--- src/rtl/cnn_pkg.sv ---
// Shared constants, lane-array type and FSM states for the CNN feature-map front end.
package cnn_pkg;

  localparam int DW = 16;
  localparam int K  = 5;

  typedef logic [DW-1:0] lanes_t [K*K];

  typedef enum logic [1:0] {
    ST_IDLE,
    ST_FILL,
    ST_RUN,
    ST_DONE
  } state_e;

  function automatic int cnt_width(input int n);
    return (n > 2) ? $clog2(n) : 1;
  endfunction

endpackage

--- src/rtl/line_buffer.sv ---
// One image row of pixel storage; the old value at addr is visible while the new one is written.
module line_buffer #(
  parameter int DW    = 16,
  parameter int DEPTH = 32,
  parameter int AW    = 5
) (
  input  logic          clk,
  input  logic          wr_en,
  input  logic [AW-1:0] addr,
  input  logic [DW-1:0] din,
  output logic [DW-1:0] dout
);

  logic [DW-1:0] mem_q [DEPTH];

  assign dout = mem_q[addr];

  always_ff @(posedge clk) begin
    if (wr_en) begin
      mem_q[addr] <= din;
    end
  end

endmodule

--- src/rtl/ifmap_window_gen.sv ---
// Turns a raster pixel stream into stride-1 KxK windows, one window per qualifying pixel.
module ifmap_window_gen #(
  parameter int DW    = cnn_pkg::DW,
  parameter int K     = cnn_pkg::K,
  parameter int IMG_W = 32,
  parameter int IMG_H = 32
) (
  input  logic           clk,
  input  logic           nrst,
  input  logic           start,
  input  logic [DW-1:0]  pix_in,
  input  logic           pix_vld,
  output logic           pix_rdy,
  output logic [DW-1:0]  data_out [K*K],
  output logic           fifo_en,
  output logic [K*K-1:0] out_vld,
  output logic           busy,
  output logic           frame_done
);
  import cnn_pkg::*;

  localparam int CW = cnt_width(IMG_W);
  localparam int RW = cnt_width(IMG_H);
  localparam logic [CW-1:0] COL_LAST = CW'(IMG_W - 1);
  localparam logic [RW-1:0] ROW_LAST = RW'(IMG_H - 1);
  localparam logic [CW-1:0] COL_WIN  = CW'(K - 1);
  localparam logic [RW-1:0] ROW_WIN  = RW'(K - 1);

  state_e        state_q, state_d;
  logic [CW-1:0] col_q, col_d;
  logic [RW-1:0] row_q, row_d;
  logic          fifo_en_q, fifo_en_d;
  logic [DW-1:0] win_q  [K][K];
  logic [DW-1:0] win_d  [K][K];
  logic [DW-1:0] dout_q [K*K];
  logic [DW-1:0] dout_d [K*K];
  logic [DW-1:0] lb_out [K-1];
  logic [DW-1:0] new_col [K];
  logic          accept;
  logic          last_pix;
  logic          win_ready;

  // Line buffer 0 holds the previous row; each buffer feeds the next, older one.
  for (genvar gi = 0; gi < K-1; gi++) begin : g_lb
    logic [DW-1:0] lb_in;
    if (gi == 0) begin : g_first
      assign lb_in = pix_in;
    end else begin : g_chain
      assign lb_in = lb_out[gi-1];
    end
    line_buffer #(
      .DW    (DW),
      .DEPTH (IMG_W),
      .AW    (CW)
    ) u_line_buffer (
      .clk   (clk),
      .wr_en (accept),
      .addr  (col_q),
      .din   (lb_in),
      .dout  (lb_out[gi])
    );
  end

  for (genvar gi = 0; gi < K; gi++) begin : g_col
    if (gi == K-1) begin : g_pix
      assign new_col[gi] = pix_in;
    end else begin : g_lbuf
      assign new_col[gi] = lb_out[K-2-gi];
    end
  end

  always_comb begin
    state_d   = state_q;
    col_d     = col_q;
    row_d     = row_q;
    pix_rdy   = (state_q == ST_FILL) || (state_q == ST_RUN);
    accept    = pix_vld && pix_rdy;
    last_pix  = (row_q == ROW_LAST) && (col_q == COL_LAST);
    win_ready = (row_q >= ROW_WIN) && (col_q >= COL_WIN);
    fifo_en_d = accept && win_ready;

    if (accept) begin
      if (col_q == COL_LAST) begin
        col_d = '0;
        row_d = last_pix ? '0 : row_q + 1'b1;
      end else begin
        col_d = col_q + 1'b1;
      end
    end

    case (state_q)
      ST_IDLE: begin
        if (start) begin
          state_d = ST_FILL;
          col_d   = '0;
          row_d   = '0;
        end
      end
      ST_FILL: begin
        if (accept && last_pix) begin
          state_d = ST_DONE;
        end else if (accept && win_ready) begin
          state_d = ST_RUN;
        end
      end
      ST_RUN: begin
        if (accept && last_pix) begin
          state_d = ST_DONE;
        end
      end
      ST_DONE: begin
        state_d = start ? ST_FILL : ST_IDLE;
      end
      default: begin
        state_d = ST_IDLE;
      end
    endcase
  end

  // Window shifts left on every accepted pixel; data_out only captures qualifying windows.
  always_comb begin
    for (int i = 0; i < K; i++) begin
      for (int j = 0; j < K-1; j++) begin
        win_d[i][j] = accept ? win_q[i][j+1] : win_q[i][j];
      end
      win_d[i][K-1] = accept ? new_col[i] : win_q[i][K-1];
    end
    for (int i = 0; i < K; i++) begin
      for (int j = 0; j < K; j++) begin
        dout_d[i*K+j] = fifo_en_d ? win_d[i][j] : dout_q[i*K+j];
      end
    end
  end

  always_ff @(posedge clk) begin
    if (nrst) begin
      state_q   <= ST_IDLE;
      col_q     <= '0;
      row_q     <= '0;
      fifo_en_q <= 1'b0;
      for (int n = 0; n < K*K; n++) begin
        dout_q[n] <= '0;
      end
    end else begin
      state_q   <= state_d;
      col_q     <= col_d;
      row_q     <= row_d;
      fifo_en_q <= fifo_en_d;
      for (int n = 0; n < K*K; n++) begin
        dout_q[n] <= dout_d[n];
      end
    end
  end

  always_ff @(posedge clk) begin
    for (int i = 0; i < K; i++) begin
      for (int j = 0; j < K; j++) begin
        win_q[i][j] <= win_d[i][j];
      end
    end
  end

  assign data_out   = dout_q;
  assign fifo_en    = fifo_en_q;
  assign out_vld    = {(K*K){fifo_en_q}};
  assign busy       = (state_q != ST_IDLE);
  assign frame_done = (state_q == ST_DONE);

endmodule

--- config.mk ---
export PLATFORM = sky130hd
export DESIGN_NAME = ifmap_window_gen
export DESIGN_NICKNAME = d
export VERILOG_FILES = /design/src/rtl/cnn_pkg.sv /design/src/rtl/line_buffer.sv /design/src/rtl/ifmap_window_gen.sv
export SDC_FILE = /design/constraint.sdc
export NUM_CORES = 2
export LEC_CHECK = 0
export BUFFER_PORTS_ARGS = -buffer_cell sky130_fd_sc_hd__buf_4
export CAP_MARGIN = 30
export CORE_MARGIN = 5
export CORE_UTILIZATION = 66
export DETAILED_ROUTE_END_ITERATION = 7
export GPL_TIMING_DRIVEN = 0
export PLACE_DENSITY_LB_ADDON = 0.05
export SYNTH_ARGS = -nofsm -noshare
export SYNTH_HDL_FRONTEND = slang
export SYNTH_SLANG_ARGS = --single-unit
--- constraint.sdc ---
create_clock -name clk -period 10.1 [get_ports clk]
set_input_delay 0.505 -clock clk [delete_from_list [all_inputs] [get_ports clk]]
set_output_delay 0.505 -clock clk [all_outputs]
set_load 0.01 [all_outputs]
* Word-level counts from Yosys, hierarchy flattened *
Memories as Yosys holds them, arrays and structs flattened. A register that Yosys moved wholly into a read port is not among the register bits.
Index checks and enable logic that the tools add are counted.

operators by class
  $add $sub $neg = 2
  equality and inequality tests = 8
  magnitude comparators = 2
  multiplexer cells = 46
  reduce and logical (&&, ||, !) cells = 9

operator list
  kind                                                 number
  two-way mux 16 bit                                   25
  two-way mux 5 bit                                    13
  adder 5 x 1 -> 5 bit, second input constant          2
  == test 5 bit, second input constant                 2
  >= comparator 5 x 3 -> 1 bit, second input constant  2
  two-way mux 2 bit                                    4
  case mux 2 bit (4 select lines)                      1
  logical AND 1 bit                                    5
  == test 2 bit, second input constant                 2
  two-way mux 1 bit                                    3
  != test 3 x 2 -> 1 bit, second input constant        1
  AND reduction 3 bit                                  1
  == test 2 x 1 -> 1 bit, second input constant        1
  logical NOT 2 bit                                    1
  != test 2 x 1 -> 1 bit, second input constant        1
  != test 2 bit, second input constant                 1
  nonzero test 2 bit                                   1
  logical OR 1 bit                                     1

storage, ports and cells
  flip-flop bits (word level) = 413
  output and inout port bits = 429
  logic and storage cells = 101
  memory bits (writable) = 2448
  input port bits = 20
  memories kept = 5

memories
  memory                       depth  width  read ports  clocked after memory_dff  wr ports  line                    RTL
  g_lb[0].u_line_buffer.mem_q  32     16     1           1                         1         line_buffer.sv:14       logic [DW-1:0] mem_q [DEPTH];
  g_lb[1].u_line_buffer.mem_q  32     16     1           1                         1         line_buffer.sv:14
  g_lb[2].u_line_buffer.mem_q  32     16     1           1                         1         line_buffer.sv:14
  g_lb[3].u_line_buffer.mem_q  32     16     1           1                         1         line_buffer.sv:14
  win_q                        5      80     5           0                         5         ifmap_window_gen.sv:33  logic [DW-1:0] win_q [K][K];

* Depth between registers and ports, before layout *
  depth after elaboration = 7
  depth in mapped cells = 11
  mapped depth without buffers = 8

* Cells and area by module *
Synthesis repeated with hierarchy kept, for this count alone.

second synthesis, totals
  cells, all modules = 6533
  area total of the unflattened synthesis = 107524.4 sq um

modules (own cells, without submodules)
  module            cells each  times used  area an instance (sq um)  seq. area each (sq um)
  line_buffer       1070        4           19728.9                   15374.7
  ifmap_window_gen  2253        1           28608.7                   16275.6

* Worst setup path after synthesis *
Ideal clock, no wire load.

  kind = register to register
  from = register state_q[0]
  to = memory g_lb[0].u_line_buffer.mem_q[4][0], enable pin
  required time = 9.614 ns
  arrival time = 4.537 ns
  cell stages (with the launch flop) = 9
  path buffers = 3
  clock period less this slack = 5.023 ns
  library setup time = 0.486 ns
  setup slack = 5.077 ns
  cells stage by stage = dfxtp_1 -> inv_1 -> ha_1 -> and2_1 -> buf_2 -> clkbuf_1 -> clkbuf_1 -> nand2_1 -> nor2_1

between the ends
  cells in the longest elaborated chain, start to end = 5
  elaborated cells between the ends (all ways) = 6
  those cells by class = eq/ne (2); mux (2); reduce/logical (2)

RTL lines
  item                                                     line                     RTL
  start, declared                                          ifmap_window_gen.sv:29   state_e state_q, state_d;
  start signal, assigned                                   ifmap_window_gen.sv:145  state_q <= state_d;
  == test 2 x 1 -> 1 bit or == test 2 bit (tied branches)  ifmap_window_gen.sv:76   pix_rdy = (state_q == ST_FILL) || (state_q == ST_RUN);
  logical OR 1 bit *                                       ifmap_window_gen.sv:76
  named net pix_rdy                                        ifmap_window_gen.sv:13   output logic pix_rdy,
  logical AND 1 bit *                                      ifmap_window_gen.sv:77   accept = pix_vld && pix_rdy;
  two-way mux 1 bit *                                      line_buffer.sv:19        if (wr_en) begin
  two-way mux 1 bit (not written as such) *                line_buffer.sv:20        mem_q[addr] <= din;
  end, declared                                            line_buffer.sv:14

The timed path passes the listed nets; every way through them passes the cells marked *.

* Worst setup path after layout *
  from = register state_q[0]
  to = memory g_lb[1].u_line_buffer.mem_q[15][5], enable pin

between the ends
  cells in the longest elaborated chain, start to end = 5
  elaborated cells between the ends (all ways) = 6
  those cells by class = eq/ne (2); mux (2); reduce/logical (2)

RTL lines
  item                                                     line
  == test 2 x 1 -> 1 bit or == test 2 bit (tied branches)  ifmap_window_gen.sv:76
  logical OR 1 bit *                                       ifmap_window_gen.sv:76
  logical AND 1 bit *                                      ifmap_window_gen.sv:77
  two-way mux 1 bit *                                      line_buffer.sv:19
  two-way mux 1 bit (not written as such) *                line_buffer.sv:20
  end, declared                                            line_buffer.sv:14

Every way passes the cells marked *; elsewhere a longest branch is shown, timed or not.

==> impl_metrics.py <==
metrics = {
    "route": {
        "wirelength_microns": 303000,
        "postRouteAntennaNets": 0,
        "firstDrtPassIters": 6,
        "drt_iter0_markers": 9153,
        "wl_per_cell_microns": 28.8,
        "routed-via-count": 67499,
        "viasPerCell": 6.40,
        "remaining_drc_errors": 0,
    },
    "synth": {
        "netlist_area_sq_mm": 0.105,
        "ys_top_cells_by_area": "edfxtp_1, dfxtp_1, mux2i_1",
        "async_flop_share_pct": 0,
        "ys_ff_latch": 2861,
        "syn-num-nets": 7424,
        "synth.distinct_cells": 48,
        "synth-edff-count": 2048,
        "ys_seq_area_share_pct": 73.9,
        "synth_top_flop_cell": "edfxtp_1",
        "yosysTopAreaCellShare_pct": 58.5,
        "yosys_warnings": 0,
        "synth_top_area_cell": "edfxtp_1",
        "synthCells": 7391,
        "syn_area_per_cell_sq_um": 14.2,
    },
    "final_layout": {
        "post-route-util_pct": 77.7,
        "final_common_cell": "edfxtp_1",
        "fin_cells": 10545,
        "fin_nets": 8295,
        "area_delta_synth_final_pct": 17.1,
        "layout-drive-gt1-share_pct": 15.7,
        "final_cell_mix": "edfxtp_1, nand2_1, mux2i_1",
    },
    "setup_path": {
        "critPathMostFrequentCell": "buf_2",
        "crit_fanout": 25,
        "crit_type": "flip-flop to flip-flop",
        "required_ns": 10.66,
        "worstPathCellList": "inv_1, ha_1, and2_1, buf_2, buf_2, clkbuf_2, nand2_1, nor2_4, buf_12",
        "max_stage_delay_ns": 0.99,
        "cp_slowest_cell": "nor2_4",
        "critPathCaptureType": "flip-flop",
        "cp_top_family": "simple AND/OR/NAND/NOR gates",
        "critPathArrivalTime_ns": 5.45,
        "crit_path_start_kind": "flip-flop",
        "crit_buf_inv": 5,
    },
    "power": {
        "ir_worst_vdd_v": 0.000184,
        "p_leak_nw": 42.3,
        "pwr_density_cell_mw_per_mm2": 241,
    },
    "clock_network": {
        "cts_made_buffers": 294,
        "cts_resized": 0,
        "worst_skew_pair.late_latency_ns": 0.91,
        "cts.htree.levels": 5,
        "postCtsSetupBuffers": 0,
        "max-clock-path-buffers": 4,
        "cts_root_buffer": "clkbuf_16",
        "cts.clk_slew.worst_paths_ns": 0.06,
        "cts_tree": "yes",
        "clock-sinks": 2861,
        "cts_hold_buffers": 0,
    },
    "timing": {
        "relSlewSlack_pct": 20.4,
        "fin_crit_sh_pct": 48.5,
        "clock_skew_ns": 0.0536,
        "setup_violations": 0,
        "timing.setup.tns_ns": 0,
        "rsz0062_at_grt": "false",
        "tightest_slew_ns": 1.18,
        "period_minus_slack_ns": 4.90,
        "maxSlewViolCount": 0,
        "hold_viol_final": 0,
        "timing.fmax_mhz": 204,
    },
    "floorplan": {
        "die_area_sq_mm": 0.167,
        "io_pins": 449,
        "dieWidth_microns": 409,
        "rows": 146,
        "fp.dieH_microns": 409,
        "start_util_pct": 66.4,
        "core_sq_mm": 0.158,
    },
    "global_routing": {
        "grt_max_degree": 34,
        "grtUsageTotal_pct": 35.5,
        "grt_pass1_wl_microns": 433000,
        "grt_pass1_vias": 65125,
        "gr-total-overflow": 0,
        "antenna_found_initial": 25,
    },
    "placed_design": {
        "io_buffers": 447,
        "place_congestion": 0.912,
        "dp_cells": 10023,
        "hpwl_microns": 214000,
    },
    "run_status": {
        "status": "completed",
    },
    "run": {
        "maxCapViolCount": 0,
    },
    "hold_path": {
        "hold_class": "input port to flip-flop",
    },
}
[where the power goes]
group | leakage (nW) | switching, mW | internal (mW) | total (mW)
Clock | 4.45 | 4.28 | 5.96 | 10.2
Combinational | 12.8 | 3.22 | 1.29 | 4.51
Sequential | 25.1 | 0.620 | 14.3 | 14.9
Total | 42.3 | 8.12 | 21.5 | 29.6
[synthesized netlist by cell type (13+ instances only)]
cell type / n
ha_1: 13
buf_1: 15
nand3_1: 13
buf_2: 219
buf_4: 38
o21a_1: 14
o22ai_1: 456
nor2_1: 482
nand2_1: 1074
a31oi_1: 50
mux4_2: 38
edfxtp_1: 2048
nor4_1: 112
mux2i_1: 950
a21oi_1: 683
clkbuf_1: 194
a22o_1: 48
a22oi_1: 13
dfxtp_1: 813
o21ai_0: 20
[flip-flops by register name, summed over array words and instances (netlist names)]
name	flops
col_q	5
data_out	400
fifo_en	1
g_lb.u_line_buffer.mem_q	2048
row_q	5
state_q	2
win_q	400
[through the flow]
step           power [mW]  setup WS, ns  area, sq um  hold WS, ns
2_1_floorplan        17.1          5.08       105000        0.417
3_3_place_gp         18.8         0.165       111000        0.425
3_5_place_dp         19.4          5.17       114000        0.431
4_1_cts              29.4          5.14       123000     0.000965
5_1_grt              30.5          5.24       123000       0.0331
6_report             29.6          5.20       123000       0.0446
[cell type report]
class	instances	area, sq um
Timing Repair Buffer	575	6100
Sequential cell	2861	77800
Clock inverter	109	820
Tap cell	2072	2590
Multi-Input combinational cell	4049	25400
Antenna cell	10	25.0
Inverter	7	26.3
Clock buffer	388	8170
Buffer	474	2260
Fill cell	9282	35200
[logic make-up (layout without fill, tap and decap cells)]
family / Yosys count / count (layout) / synth area share (%)
flops: 2861 / 2861 / 73.9
simple gates: 1740 / 1740 / 6.71
compound gates: 1308 / 1308 / 7.16
mux: 988 / 988 / 9.85
buf+inv: 481 / 1553 / 2.17
fa+ha+maj: 13 / 13 / 0.155
other cells: 0 / 10 / 0
[metal layers]
layer | share of wire [%] | track usage [%] | up-vias
met4 | 4.3 | 13.1 | 14
met5 | 0.031 | 0 | -
li1 | - | - | 29305
met3 | 12 | 9.58 | 708
met1 | 37 | 48.0 | 33398
met2 | 46 | 56.2 | 4074
[final timing paths]
| check | startpoint | endpoint | slack, ns | cells after the start |
|---|---|---|---|---|
| max | state_q[0] | g_lb[1].u_line_buffer.mem_q[15][5] | 5.20 | 9 |
| max reg2reg | state_q[0] | g_lb[1].u_line_buffer.mem_q[15][5] | 5.20 | 9 |
| min | pix_in[9] | g_lb[0].u_line_buffer.mem_q[21][9] | 0.04 | 1 |
| min reg2reg | win_q[0][65] | win_q[0][65] | 0.44 | 2 |
Note: power is estimated with default switching activity, not from simulation.
